--- config.mk ---
export PLATFORM = sky130hd
export DESIGN_NAME = expr_eval_flat
export DESIGN_NICKNAME = d
export VERILOG_FILES = /design/src/rtl/expr_eval_pkg.sv /design/src/rtl/expr_eval_if.sv /design/src/rtl/expr_eval_char_class.sv /design/src/rtl/expr_eval.sv /design/src/flat_wrapper.sv
export SDC_FILE = /design/constraint.sdc
export NUM_CORES = 1
export LEC_CHECK = 0
export BUFFER_PORTS_ARGS = -buffer_cell sky130_fd_sc_hd__buf_4
export CAP_MARGIN = 20
export CORE_UTILIZATION = 61
export DETAILED_ROUTE_END_ITERATION = 12
export PLACE_DENSITY = 0.79
export SYNTH_ARGS = -nofsm -noshare
export SYNTH_HDL_FRONTEND = slang
export SYNTH_SLANG_ARGS = --single-unit
--- constraint.sdc ---
create_clock -name clk -period 8.55 [get_ports clk]
set_input_delay 0.855 -clock clk [delete_from_list [all_inputs] [get_ports clk]]
set_output_delay 0.855 -clock clk [all_outputs]
set_load 0.05 [all_outputs]
--- src/rtl/expr_eval_pkg.sv ---
`default_nettype none
// ============================================================================
// Package     : expr_pkg
// Description : Shared constants for the expression evaluator: one-hot state
//               encoding, ASCII character codes and the operator encoding.
// Revision    : 1.0 - initial release
// ============================================================================
package expr_pkg;

  // One-hot state encoding
  localparam logic [3:0] c_st_start = 4'b0001;
  localparam logic [3:0] c_st_num   = 4'b0010;
  localparam logic [3:0] c_st_opnd  = 4'b0100;
  localparam logic [3:0] c_st_err   = 4'b1000;

  typedef enum logic [3:0] {
    ST_START = c_st_start,
    ST_NUM   = c_st_num,
    ST_OPND  = c_st_opnd,
    ST_ERR   = c_st_err
  } state_t;

  // ASCII codes recognised by the parser
  localparam logic [7:0] c_ascii_0    = 8'h30;
  localparam logic [7:0] c_ascii_9    = 8'h39;
  localparam logic [7:0] c_ascii_plus = 8'h2B;
  localparam logic [7:0] c_ascii_star = 8'h2A;
  localparam logic [7:0] c_ascii_eq   = 8'h3D;

  // Operator encoding
  localparam logic c_op_add = 1'b0;
  localparam logic c_op_mul = 1'b1;

endpackage
`default_nettype wire

--- src/rtl/expr_eval_if.sv ---
`default_nettype none
// ============================================================================
// Interface   : expr_eval_if
// Description : Character stream in, evaluation status/result out.
// Revision    : 1.0 - initial release
// ============================================================================
interface expr_eval_if #(
  parameter int WIDTH = 32
);
  logic             in_valid;
  logic [7:0]       in;
  logic [WIDTH-1:0] result;
  logic             ok;
  logic             done;
  logic             err;

  modport master (output in_valid, output in,
                  input  result, input ok, input done, input err);
  modport slave  (input  in_valid, input in,
                  output result, output ok, output done, output err);
endinterface
`default_nettype wire

--- src/rtl/expr_eval_char_class.sv ---
`default_nettype none
// ============================================================================
// Module      : expr_char_class
// Description : Combinational classifier for one ASCII input character.
// Revision    : 1.0 - initial release
// ============================================================================
module expr_char_class
  import expr_pkg::*;
(
  input  logic [7:0] in,
  output logic       is_digit,
  output logic       is_op,
  output logic       op,
  output logic       is_eq,
  output logic [3:0] digit
);

  assign is_digit = (in >= c_ascii_0) && (in <= c_ascii_9);
  assign is_op    = (in == c_ascii_plus) || (in == c_ascii_star);
  assign op       = (in == c_ascii_star) ? c_op_mul : c_op_add;
  assign is_eq    = (in == c_ascii_eq);
  // '0' is 8'h30, so for digits the low nibble already equals in - 8'h30
  assign digit    = in[3:0];

endmodule
`default_nettype wire

--- src/rtl/expr_eval.sv ---
`default_nettype none
// ============================================================================
// Module      : expr_eval
// Description : Streaming evaluator for single-digit expressions with '+' and
//               '*' (multiply binds tighter), terminated by '='. Keeps a
//               running sum of completed product terms plus the current term.
// Revision    : 1.0 - initial release
// ============================================================================
module expr_eval
  import expr_pkg::*;
#(
  parameter int WIDTH = 32
) (
  input  logic       clk,
  input  logic       clr,
  expr_eval_if.slave bus
);

  state_t           r_state;
  logic [WIDTH-1:0] r_sum;
  logic [WIDTH-1:0] r_term;
  logic [WIDTH-1:0] r_result;
  logic             r_pending_op;
  logic             r_ok;
  logic             r_done;
  logic             r_err;

  logic             w_is_digit;
  logic             w_is_op;
  logic             w_op;
  logic             w_is_eq;
  logic [3:0]       w_digit;
  logic [WIDTH-1:0] w_digit_ext;
  logic [WIDTH-1:0] w_prod;
  logic [WIDTH-1:0] w_sum_term;
  logic [WIDTH-1:0] w_mul_result;
  logic [WIDTH-1:0] w_add_result;

  expr_char_class u_char_class (
    .in       (bus.in),
    .is_digit (w_is_digit),
    .is_op    (w_is_op),
    .op       (w_op),
    .is_eq    (w_is_eq),
    .digit    (w_digit)
  );

  // Operand datapath; the multiplier's second operand is only 4 bits wide
  assign w_digit_ext  = {{(WIDTH-4){1'b0}}, w_digit};
  assign w_prod       = r_term * w_digit_ext;
  assign w_sum_term   = r_sum + r_term;
  assign w_mul_result = r_sum + w_prod;
  assign w_add_result = w_sum_term + w_digit_ext;

  assign bus.result = r_result;
  assign bus.ok     = r_ok;
  assign bus.done   = r_done;
  assign bus.err    = r_err;

  // Parser FSM with accumulator update and registered status outputs
  always_ff @(posedge clk or posedge clr) begin
    if (clr) begin
      r_state      <= ST_START;
      r_sum        <= '0;
      r_term       <= '0;
      r_result     <= '0;
      r_pending_op <= c_op_add;
      r_ok         <= 1'b0;
      r_done       <= 1'b0;
      r_err        <= 1'b0;
    end else begin
      // done is a single-cycle pulse, so it drops whenever '=' is not accepted
      r_done <= 1'b0;
      if (bus.in_valid) begin
        unique case (r_state)
          ST_START: begin
            if (w_is_digit) begin
              r_sum    <= '0;
              r_term   <= w_digit_ext;
              r_result <= w_digit_ext;
              r_state  <= ST_NUM;
              r_ok     <= 1'b1;
            end else begin
              r_state <= ST_ERR;
              r_ok    <= 1'b0;
              r_err   <= 1'b1;
            end
          end
          ST_NUM: begin
            if (w_is_op) begin
              r_pending_op <= w_op;
              r_state      <= ST_OPND;
              r_ok         <= 1'b0;
            end else if (w_is_eq) begin
              r_state <= ST_START;
              r_ok    <= 1'b0;
              r_done  <= 1'b1;
            end else begin
              r_state <= ST_ERR;
              r_ok    <= 1'b0;
              r_err   <= 1'b1;
            end
          end
          ST_OPND: begin
            if (w_is_digit) begin
              if (r_pending_op == c_op_mul) begin
                r_term   <= w_prod;
                r_result <= w_mul_result;
              end else begin
                r_sum    <= w_sum_term;
                r_term   <= w_digit_ext;
                r_result <= w_add_result;
              end
              r_state <= ST_NUM;
              r_ok    <= 1'b1;
            end else begin
              r_state <= ST_ERR;
              r_ok    <= 1'b0;
              r_err   <= 1'b1;
            end
          end
          ST_ERR: begin
            r_state <= ST_ERR;
            r_ok    <= 1'b0;
            r_err   <= 1'b1;
          end
          default: begin
            r_state <= ST_ERR;
            r_ok    <= 1'b0;
            r_err   <= 1'b1;
          end
        endcase
      end
    end
  end

endmodule
`default_nettype wire

--- src/flat_wrapper.sv ---
// flat-port wrapper written by rule: the top's interface ports become plain ports
module expr_eval_flat import expr_pkg::*;
#(
  parameter int WIDTH = 32
)
  (clk, clr, bus_in_valid, bus_in, bus_result, bus_ok, bus_done, bus_err);
  expr_eval_if #(.WIDTH(WIDTH)) bus_i ();
  input  logic clk;
  input  logic clr;
  input wire logic [$bits(bus_i.in_valid)-1:0] bus_in_valid;
  input wire logic [$bits(bus_i.in)-1:0] bus_in;
  output wire logic [$bits(bus_i.result)-1:0] bus_result;
  output wire logic [$bits(bus_i.ok)-1:0] bus_ok;
  output wire logic [$bits(bus_i.done)-1:0] bus_done;
  output wire logic [$bits(bus_i.err)-1:0] bus_err;
  assign bus_i.in_valid = bus_in_valid;
  assign bus_i.in = bus_in;
  assign bus_result = bus_i.result;
  assign bus_ok = bus_i.ok;
  assign bus_done = bus_i.done;
  assign bus_err = bus_i.err;
  expr_eval #(.WIDTH(WIDTH)) u_core (.clk(clk), .clr(clr), .bus(bus_i));
endmodule
==> results of run 1 <==
cell type report:
class / count / area (um2)
Clock buffer: 10 / 229
Sequential cell: 103 / 2580
Clock inverter: 6 / 58.8
Fill cell: 1532 / 6290
Timing Repair Buffer: 53 / 405
Multi-Input combinational cell: 1107 / 8390
Inverter: 123 / 464
Tap cell: 234 / 293
power groups by stage:
stage / sequential (uW) / combinational, uW / clock [uW]
2_1_floorplan: 497 / 18.4 / 0
3_3_place_gp: 497 / 29.9 / 0
3_5_place_dp: 497 / 30.3 / 0
4_1_cts: 488 / 30.3 / 436
5_1_grt: 488 / 33.7 / 454
6_report: 488 / 29.7 / 434
cells in the final DEF (no fill, tap or decap), types with 4 or more instances in the layout:
cell type    n
nor4_1       4
xnor2_1     68
nor2_1      62
o21ai_0     99
o211ai_1     8
dfrtp_1    102
o21a_1      13
nand4_1     12
and3_1      19
xor2_1      42
mux2i_1      6
a21o_1      38
nand2b_1    10
a31o_2       4
ha_1        98
a211o_1      6
clkinv_2     4
a211oi_1     5
buf_4       52
and4_1       4
a22o_1      39
o21bai_1     5
nor2b_1      8
nand2_1    155
and2_1      82
a31oi_1      9
fa_1        60
o21ai_1     12
o311ai_1     4
nand3_1     30
inv_1      121
a221o_1      8
a21oi_1     96
nor3_1      20
clkbuf_16    9
critical path, stage by stage:
cell	delay, ps
buf_4	220
and2_1	220
fa_1	530
inv_1	50
fa_1	530
inv_1	40
ha_1	340
nor3_1	90
o21a_1	220
a2111oi_2	450
a21boi_0	210
o21ai_0	310
a21oi_1	120
o21bai_1	160
xor2_1	250
ha_1	350
a21o_1	190
a21oi_1	170
a2bb2oi_1	180
o21ai_1	130
a221o_1	420
a211o_1	280
a21oi_1	170
xor2_1	190
xnor2_1	90
a221o_1	300
Yosys cell counts (5+ instances only):
cell type,count
nand2b_1,10
o211ai_1,8
o21ai_0,99
nand3_1,30
a22o_1,39
nand2_1,156
and3_1,19
a31oi_1,9
a21o_1,38
o21ai_1,12
buf_4,5
a221o_1,8
nand4_1,12
nor3_1,21
xnor2_1,68
a21oi_1,96
clkbuf_1,38
nor2_1,63
inv_1,122
o21bai_1,5
xor2_1,42
dfrtp_1,102
a211oi_1,5
and2_1,82
a211o_1,6
ha_1,98
mux2i_1,6
o21a_1,13
nor2b_1,8
buf_2,9
fa_1,60
metrics by stage:
step	cell area [um2]	power (uW)	hold slack, ps	std cells
3_5_place_dp	12100	528	461	1619
4_1_cts	12400	954	478	1635
5_1_grt	12400	975	505	1636
6_report	12400	951	472	1636
2_1_floorplan	11600	515	479	1385
3_3_place_gp	12100	527	457	1619
flip-flops by register name (all words and copies together) (netlist names):
signal / count
u_core.bus.result: 32
u_core.bus.done: 1
u_core.bus.ok: 1
u_core.r_sum: 32
u_core.r_term: 32
u_core.r_state: 3
u_core.r_pending_op: 1
u_core.bus.err: 1
per-layer routing:
metal | vias up | track usage [%] | part of all wire, %
li1 | 4884 | - | -
met1 | 4921 | 50.9 | 48
met2 | 423 | 48.0 | 41
met3 | 47 | 5.23 | 8.9
met4 | 0 | 10.4 | 2.2
met5 | - | 0 | 0
worst min-delay path by stage:
stage | endpoint | depth (start not counted) | start | slack (ps)
global route | u_core.bus.err | 1 | u_core.bus.err | 500
global placement | u_core.bus.err | 1 | u_core.bus.err | 460
CTS | u_core.bus.err | 1 | u_core.bus.err | 480
floorplan | u_core.r_sum[29] | 2 | u_core.r_sum[29] | 480
detailed placement | u_core.bus.err | 1 | u_core.bus.err | 460
finish | u_core.bus.err | 1 | u_core.bus.err | 470
logic make-up after synthesis:
kind of cell	synth area share (%)
AO/OA/AOI/OAI	23.2
multiplexers	0.613
buffers and inverters	5.90
flip-flops	22.1
XOR/XNOR	8.41
AND/OR/NAND/NOR	18.9
adder cells (fa/ha/maj)	20.8
==> impl_metrics.py, run 1 <==
metrics = {
    "synthesis": {
        "synth_area_leaders": "dfrtp_1 22%, ha_1 11%, fa_1 10%",
        "syn_area_mm2": 0.0116,
        "synth_ff_type": "dfrtp_1",
        "synth_top_area_cell": "dfrtp_1",
        "ys_ff_latch": 103,
        "avgSynthCellArea_um2": 8.41,
        "synth-edff-count": 0,
        "seq_area_frac_synth_pct": 22.1,
        "ys.warnings.count": 0,
        "ys_async_sr_fraction_pct": 100,
        "syn-num-nets": 1554,
        "yosys.cell_types.count": 87,
        "synth_top_area_share_pct": 21.9,
        "synthCells": 1385,
    },
    "timing": {
        "setup_viol": 0,
        "setup_tns_ps": 0,
        "max_freq_ghz": 0.147,
        "hold_viol_final": 0,
        "skew_ps": 13.0,
        "slew_headroom_pct": 36.6,
        "tightestPinTransition_ps": 947,
        "postLayoutSetupSlackWorst_ps": 1730,
        "final_max_slew_viol_count": 0,
        "fin_crit_sh_pct": 79.8,
        "rsz0062_at_grt": "no",
        "fin_crit_ps": 6820,
    },
    "pwr": {
        "p_switching_uw": 231,
        "p_sw_share_pct": 24.3,
        "p_leak_uw": 0.00624,
        "peakVddDrop_v": 0.0000880,
        "p_int_uw": 720,
        "power_frac_comb_pct": 3.1,
        "p_clk_share_pct": 45.6,
        "seqPwrFrac_pct": 51.3,
        "pwr_density_cell_mw_per_mm2": 76.6,
    },
    "clock_tree": {
        "clockBufferDepth": 2,
        "post-cts-setup-buffers": 0,
        "path_clk_slew_ps": 70,
        "cts_buffers": 9,
        "clock_latency_ps": 370,
        "clock_sinks": 103,
        "ctsResizeCount": 0,
        "cts_tree": "yes",
        "cts_htree_levels": 3,
        "ctsHoldBuffers": 0,
        "cts_root_buf": "clkbuf_16",
    },
    "routing": {
        "drt-vias-per-instance": 6.28,
        "drc_errors": 0,
        "ant_nets": 0,
        "dr.first_iter.drc_count": 856,
        "wl_mm": 31.2,
        "num_vias": 10300,
        "wl_per_cell_um": 19.0,
        "drtPass1Iterations": 5,
    },
    "finish": {
        "area_growth_pct": 6.64,
        "diodes": 0,
        "fin_util_pct": 66.4,
        "fin_nets": 1566,
        "drive_gt1_share_pct": 7.63,
    },
    "global_route": {
        "grt_pass1_wl_mm": 51.6,
        "antenna_found_initial": 0,
        "grtUsageTotal_pct": 33.3,
        "gr-total-overflow": 0,
        "grt_max_degree": 58,
        "grt_pass1_vias": 9621,
    },
    "die": {
        "die_w_um": 140,
        "initial_core_util_pct": 62.2,
        "die_height_um": 140,
        "ios": 46,
        "dieArea_mm2": 0.0196,
        "core-area_mm2": 0.0187,
        "placementRows": 50,
    },
    "worst_setup_path": {
        "r2r-start": "u_core.r_term[6]",
        "rrSetupSlack_ps": 1980,
        "endpoint": "u_core.bus.result[31]",
        "r2r_end": "u_core.bus.result[31]",
        "worstPathRequired_ps": 8790,
        "critPathArrivalTime_ps": 7060,
        "endpoint_kind": "register",
        "crit_start": "bus_in[3]",
        "critPathKind": "input port to register",
        "critPathLaunchType": "input port",
        "cp_max_fo": 35,
        "r2r_cells": 25,
    },
    "min_path": {
        "hp-class": "register to register",
    },
    "place": {
        "gp_congestion": 0.954,
        "numPortBuffers": 45,
        "hpwl_mm": 23.5,
        "dp_slack_ps": 1440,
    },
    "flow_run": {
        "cap_violations": 0,
    },
    "outcome": {
        "status": "finished, final reports clean",
    },
}
Note: power is estimated with default switching activity, not from simulation.
==> run 2, diff against run 1 <==
- CORE_UTILIZATION: 61 -> 58
- clock period: 8.55 -> 6.2 ns (I/O delays scaled with it)
==> run 2 against run 1 <==
  * Via count is 2.5% higher
  * Count of clock-buffer cells in the layout is 1 higher
  * Die area is 5.1% higher
  * Combinational power is 59% higher
  * Critical endpoint unchanged
  * Cell count is 6.7% higher
  * Cell area is 6.7% higher
==> impl_metrics.py, run 2 (synthesis results as in run 1) <==
metrics = {
    "die": {
        "dieArea_mm2": 0.0206,
        "initial_core_util_pct": 59.4,
        "die_w_um": 144,
        "placementRows": 51,
        "die_height_um": 144,
        "core-area_mm2": 0.0196,
        "ios": 46,
    },
    "pwr": {
        "power_uw": 1310,
        "peakVddDrop_v": 0.000132,
        "pwr_density_cell_mw_per_mm2": 99.1,
        "p_leak_uw": 0.00667,
    },
    "worst_setup_path": {
        "endpoint_kind": "register",
        "r2r-start": "u_core.r_term[6]",
        "cp_max_fo": 4,
        "r2r_cells": 24,
        "critPathLaunchType": "register",
        "worstPathRequired_ps": 6430,
        "critPathArrivalTime_ps": 6200,
        "crit_start": "u_core.r_term[6]",
        "critPathKind": "register to register",
    },
    "timing": {
        "max_freq_ghz": 0.168,
        "tightestPinTransition_ps": 846,
        "slew_headroom_pct": 43.4,
        "setup_viol": 0,
        "fin_crit_sh_pct": 96.2,
        "final_max_slew_viol_count": 0,
        "skew_ps": 12.7,
        "postLayoutSetupSlackWorst_ps": 233,
        "hold_viol_final": 0,
        "fin_crit_ps": 5970,
    },
    "finish": {
        "stdcell_count": 1746,
        "fin_nets": 1645,
        "multi_input_area_mm2": 0.00854,
        "seq_area_mm2": 0.00259,
        "nFillCells": 1580,
        "area_growth_pct": 13.8,
        "drive_gt1_share_pct": 14.4,
        "final_cell_area_mm2": 0.0132,
        "final_cell_mix": "155 x nand2_1, 129 x buf_4, 121 x inv_1",
        "final_common_cell": "nand2_1",
        "diodes": 0,
        "fin_util_pct": 67.6,
    },
    "routing": {
        "dr.first_iter.drc_count": 733,
        "drtPass1Iterations": 5,
        "drt-vias-per-instance": 6.03,
        "num_vias": 10500,
        "drc_errors": 0,
        "wl_mm": 31.3,
        "ant_nets": 0,
        "wl_per_cell_um": 17.9,
    },
    "place": {
        "placed_area_mm2": 0.0128,
        "numPortBuffers": 45,
        "gp_congestion": 0.946,
        "dp.cells": 1721,
        "hpwl_mm": 24.2,
        "dp_slack_ps": -178,
    },
    "clock_tree": {
        "cts_htree_levels": 3,
        "clock_sinks": 103,
        "cts_buffers": 9,
        "clockBufferDepth": 2,
        "cts_tree": "yes",
        "cts_root_buf": "clkbuf_16",
        "ctsHoldBuffers": 0,
        "clock_latency_ps": 360,
        "path_clk_slew_ps": 80,
    },
    "outcome": {
        "status": "finished, final reports clean",
    },
    "min_path": {
        "hp-class": "input port to async pin",
    },
    "global_route": {
        "antenna_found_initial": 0,
        "gr-total-overflow": 0,
        "grtUsageTotal_pct": 31.6,
        "grt_pass1_wl_mm": 50.5,
        "grt_max_degree": 81,
        "grt_pass1_vias": 9663,
    },
    "flow_run": {
        "cap_violations": 0,
    },
}
==> run 2: cell count changes in the layout (fill, tap and decap cells not counted), moves of 5 or more <==
cell and change:
dfrtp_1 -9, a21oi_2 +5, o21ai_0 -5, buf_4 +77
dfrtp_2 +9, a21oi_1 -5
==> run 2: final timing paths <==
kind | endpoint | slack (ps)
hold / removal | u_core.bus.result[10] | 230
min in group clk | u_core.bus.err | 470
max in group asynchronous | u_core.r_state[0] | 4980
setup / recovery | u_core.bus.result[31] | 230
setup reg to reg | u_core.bus.result[31] | 230
hold reg to reg | u_core.bus.err | 470
==> run 2: stage by stage <==
| stage | hold WS, ps | setup TNS, ps |
|---|---|---|
| 5_1_grt | 252 | -17.1 |
| 4_1_cts | 236 | 0 |
| 3_5_place_dp | 454 | -442 |
| 2_1_floorplan | 479 | 0 |
| 3_3_place_gp | 456 | -137 |
| 6_report | 227 | 0 |
==> run 2: area by class of cell <==
| class | instances | share of cell area, % |
|---|---|---|
| multi-input cells | 1107 | 64.5 |
| inverters | 123 | 3.50 |
| clock buffers | 11 | 1.83 |
| well taps | 265 | 2.50 |
| repair buffers | 132 | 7.72 |
| clock inverters | 5 | 0.425 |
| flip-flops and latches | 103 | 19.6 |
==> run 2: what timing repair did <==
item	CTS	global route
resized for setup	0	27
setup endpoints to repair	0	5
setup buffers	0	7
==> run 2: worst max-delay path, cell delays in order, from the launching register on <==
cell and delay, ps:
dfrtp_2 430, buf_4 140, and2_1 150, fa_1 490, inv_1 60, fa_1 530
inv_1 40, ha_2 320, nor3_2 60, o21a_1 210, a2111oi_4 380, buf_4 190
a31oi_2 110, o311a_1 360, o21bai_1 200, a21oi_2 90, xnor2_2 210, ha_1 300
and3_1 200, a221o_1 370, a211o_1 280, a21oi_2 160, xor2_1 180, xnor2_1 80
a221o_1 300
==> run 2: power by group <==
group	total [uW]	leakage, uW	internal, uW	switching (uW)
Clock	593	0.000146	325	268
Sequential	672	0.00141	672	0.671
Combinational	47.1	0.00511	13.0	34.0
==> run 2: per-layer routing <==
metal | global-route usage (%) | part of all wire, %
met1 | 49.5 | 49
met2 | 46.1 | 42
met3 | 4.00 | 7.7
met4 | 6.49 | 1.1
met5 | 0 | 0
==> run 3, diff against run 2 <==
- BUFFER_PORTS_ARGS: -buffer_cell sky130_fd_sc_hd__buf_4 -> unset
- CORE_ASPECT_RATIO: unset -> 1.75
- CORE_UTILIZATION: 58 -> 60
- DONT_BUFFER_PORTS: unset -> 1
- SKIP_CTS_REPAIR_TIMING: unset -> 1
==> run 3 against run 2 <==
  * The run now ends with DRC left
  * Setup slack lost 38 ps
  * Combinational power shrank 55%
  * Cell count shrank 6.2%
  * Clock skew shrank 2.5 ps
  * Register-to-register slack lost 40 ps
  * Hold slack lost 72 ps
  * First-iteration DRC count shrank 21%
  * Utilization shrank 2.1 points
  * Critical path depth grew 1
  * Largest cell class unchanged
  * Largest power group unchanged
==> impl_metrics.py, run 3 (synthesis results as in run 1) <==
metrics = {
    "outcome": {
        "status": "finished, violations left",
        "failed_checks": "DRC",
    },
    "routing": {
        "num_vias": 10600,
        "drtPass1Iterations": 9,
        "wl_mm": 34.6,
        "wl_per_cell_um": 21.1,
        "dr.first_iter.drc_count": 578,
        "drt-vias-per-instance": 6.49,
        "ant_nets": 0,
        "drc_errors": 2,
    },
    "worst_setup_path": {
        "worstPathRequired_ps": 6450,
        "endpoint_kind": "register",
        "cp_common_cell": "a21o_1",
        "crit_family": "compound AO/OA/AOI/OAI gates",
        "critPathArrivalTime_ps": 6260,
        "critPathKind": "register to register",
        "slowest_stage": "fa_1",
        "path_buf_inv": 2,
        "critPathLaunchType": "register",
        "cp_max_fo": 6,
        "slowest_delay_ps": 550,
    },
    "die": {
        "die_height_um": 186,
        "initial_core_util_pct": 60.9,
        "ios": 46,
        "placementRows": 67,
        "dieArea_mm2": 0.0200,
        "core-area_mm2": 0.0191,
        "die_w_um": 107,
    },
    "finish": {
        "diodes": 0,
        "final_common_cell": "nand2_1",
        "final_cell_mix": "155 x nand2_1, 121 x inv_1, 97 x dfrtp_1",
        "nFillCells": 1647,
        "multi_input_area_mm2": 0.00851,
        "drive_gt1_share_pct": 8.73,
        "area_growth_pct": 7.54,
        "fin_util_pct": 65.5,
        "seq_area_mm2": 0.00258,
        "fin_nets": 1561,
    },
    "place": {
        "hpwl_mm": 26.7,
        "gp_congestion": 0.979,
        "numPortBuffers": 0,
    },
    "clock_tree": {
        "cts_buffers": 9,
        "cts_htree_levels": 3,
        "clock_latency_ps": 370,
        "path_clk_slew_ps": 80,
        "clock_sinks": 103,
        "cts_root_buf": "clkbuf_16",
        "clockBufferDepth": 2,
        "cts_tree": "yes",
    },
    "global_route": {
        "grt_max_degree": 65,
        "grt_pass1_vias": 10700,
        "antenna_found_initial": 0,
        "grt_pass1_wl_mm": 54.4,
        "gr-total-overflow": 0,
        "grtUsageTotal_pct": 36.0,
    },
    "timing": {
        "max_freq_ghz": 0.167,
        "final_max_slew_viol_count": 0,
        "skew_ps": 10.2,
        "slew_headroom_pct": 36.3,
        "fin_crit_sh_pct": 96.9,
        "rsz0062_at_grt": "yes",
        "tightestPinTransition_ps": 952,
        "fin_crit_ps": 6010,
        "setup_viol": 0,
        "hold_viol_final": 0,
    },
    "pwr": {
        "p_leak_uw": 0.00621,
        "pwr_density_cell_mw_per_mm2": 102,
        "peakVddDrop_v": 0.000130,
        "power_uw": 1280,
    },
    "min_path": {
        "hp-class": "input port to async pin",
    },
    "flow_run": {
        "cap_violations": 0,
    },
}
[run 3: area by class of cell]
type	instances	share of cell area, %
clock buffers	11	2.02
clock inverters	5	0.320
inverters	123	3.71
multi-input cells	1107	68.0
flip-flops and latches	103	20.6
well taps	241	2.41
repair buffers	48	2.94
[run 3: where the power goes]
part	total, uW	internal [uW]	switching, uW	leakage [uW]
Combinational	21.3	3.92	17.4	0.00465
Sequential	672	672	0.568	0.00142
Clock	588	298	290	0.000140
Total	1280	974	308	0.00621
[run 3: layer usage]
metal	vias to the layer above	global-route usage, %	routed length (um)
met5	-	0	0
met2	411	66.6	18200
met1	5175	34.3	11300
met3	186	5.78	1740
met4	0	30.4	3380
li1	4854	-	-
[run 3: stage by stage]
step | worst slack, ps | setup TNS (ps) | hold WS (ps) | cells | instance area [um2]
6_report | 195 | 0 | 154 | 1638 | 12500
5_1_grt | -59.5 | -59.5 | 203 | 1638 | 12500
4_1_cts | 41.2 | 0 | 180 | 1631 | 12400
3_5_place_dp | -82.8 | -114 | 516 | 1615 | 12100
3_3_place_gp | 62.9 | 0 | 495 | 1614 | 12100
2_1_floorplan | 8.71 | 0 | 479 | 1385 | 11700
[run 3: path summary, 6_finish.rpt]
kind                             startpoint                     to  slack, ps  depth (start not counted)
min reg2reg                u_core.r_sum[30]       u_core.r_sum[30]        530                          2
max reg2reg                u_core.r_term[9]  u_core.bus.result[31]        190                         25
max in group asynchronous               clr       u_core.r_term[2]       4710                          2
min in group clk               bus_in_valid          u_core.bus.ok        350                          1
max                        u_core.r_term[9]  u_core.bus.result[31]        190                         25
min                                     clr       u_core.r_sum[23]        150                          1
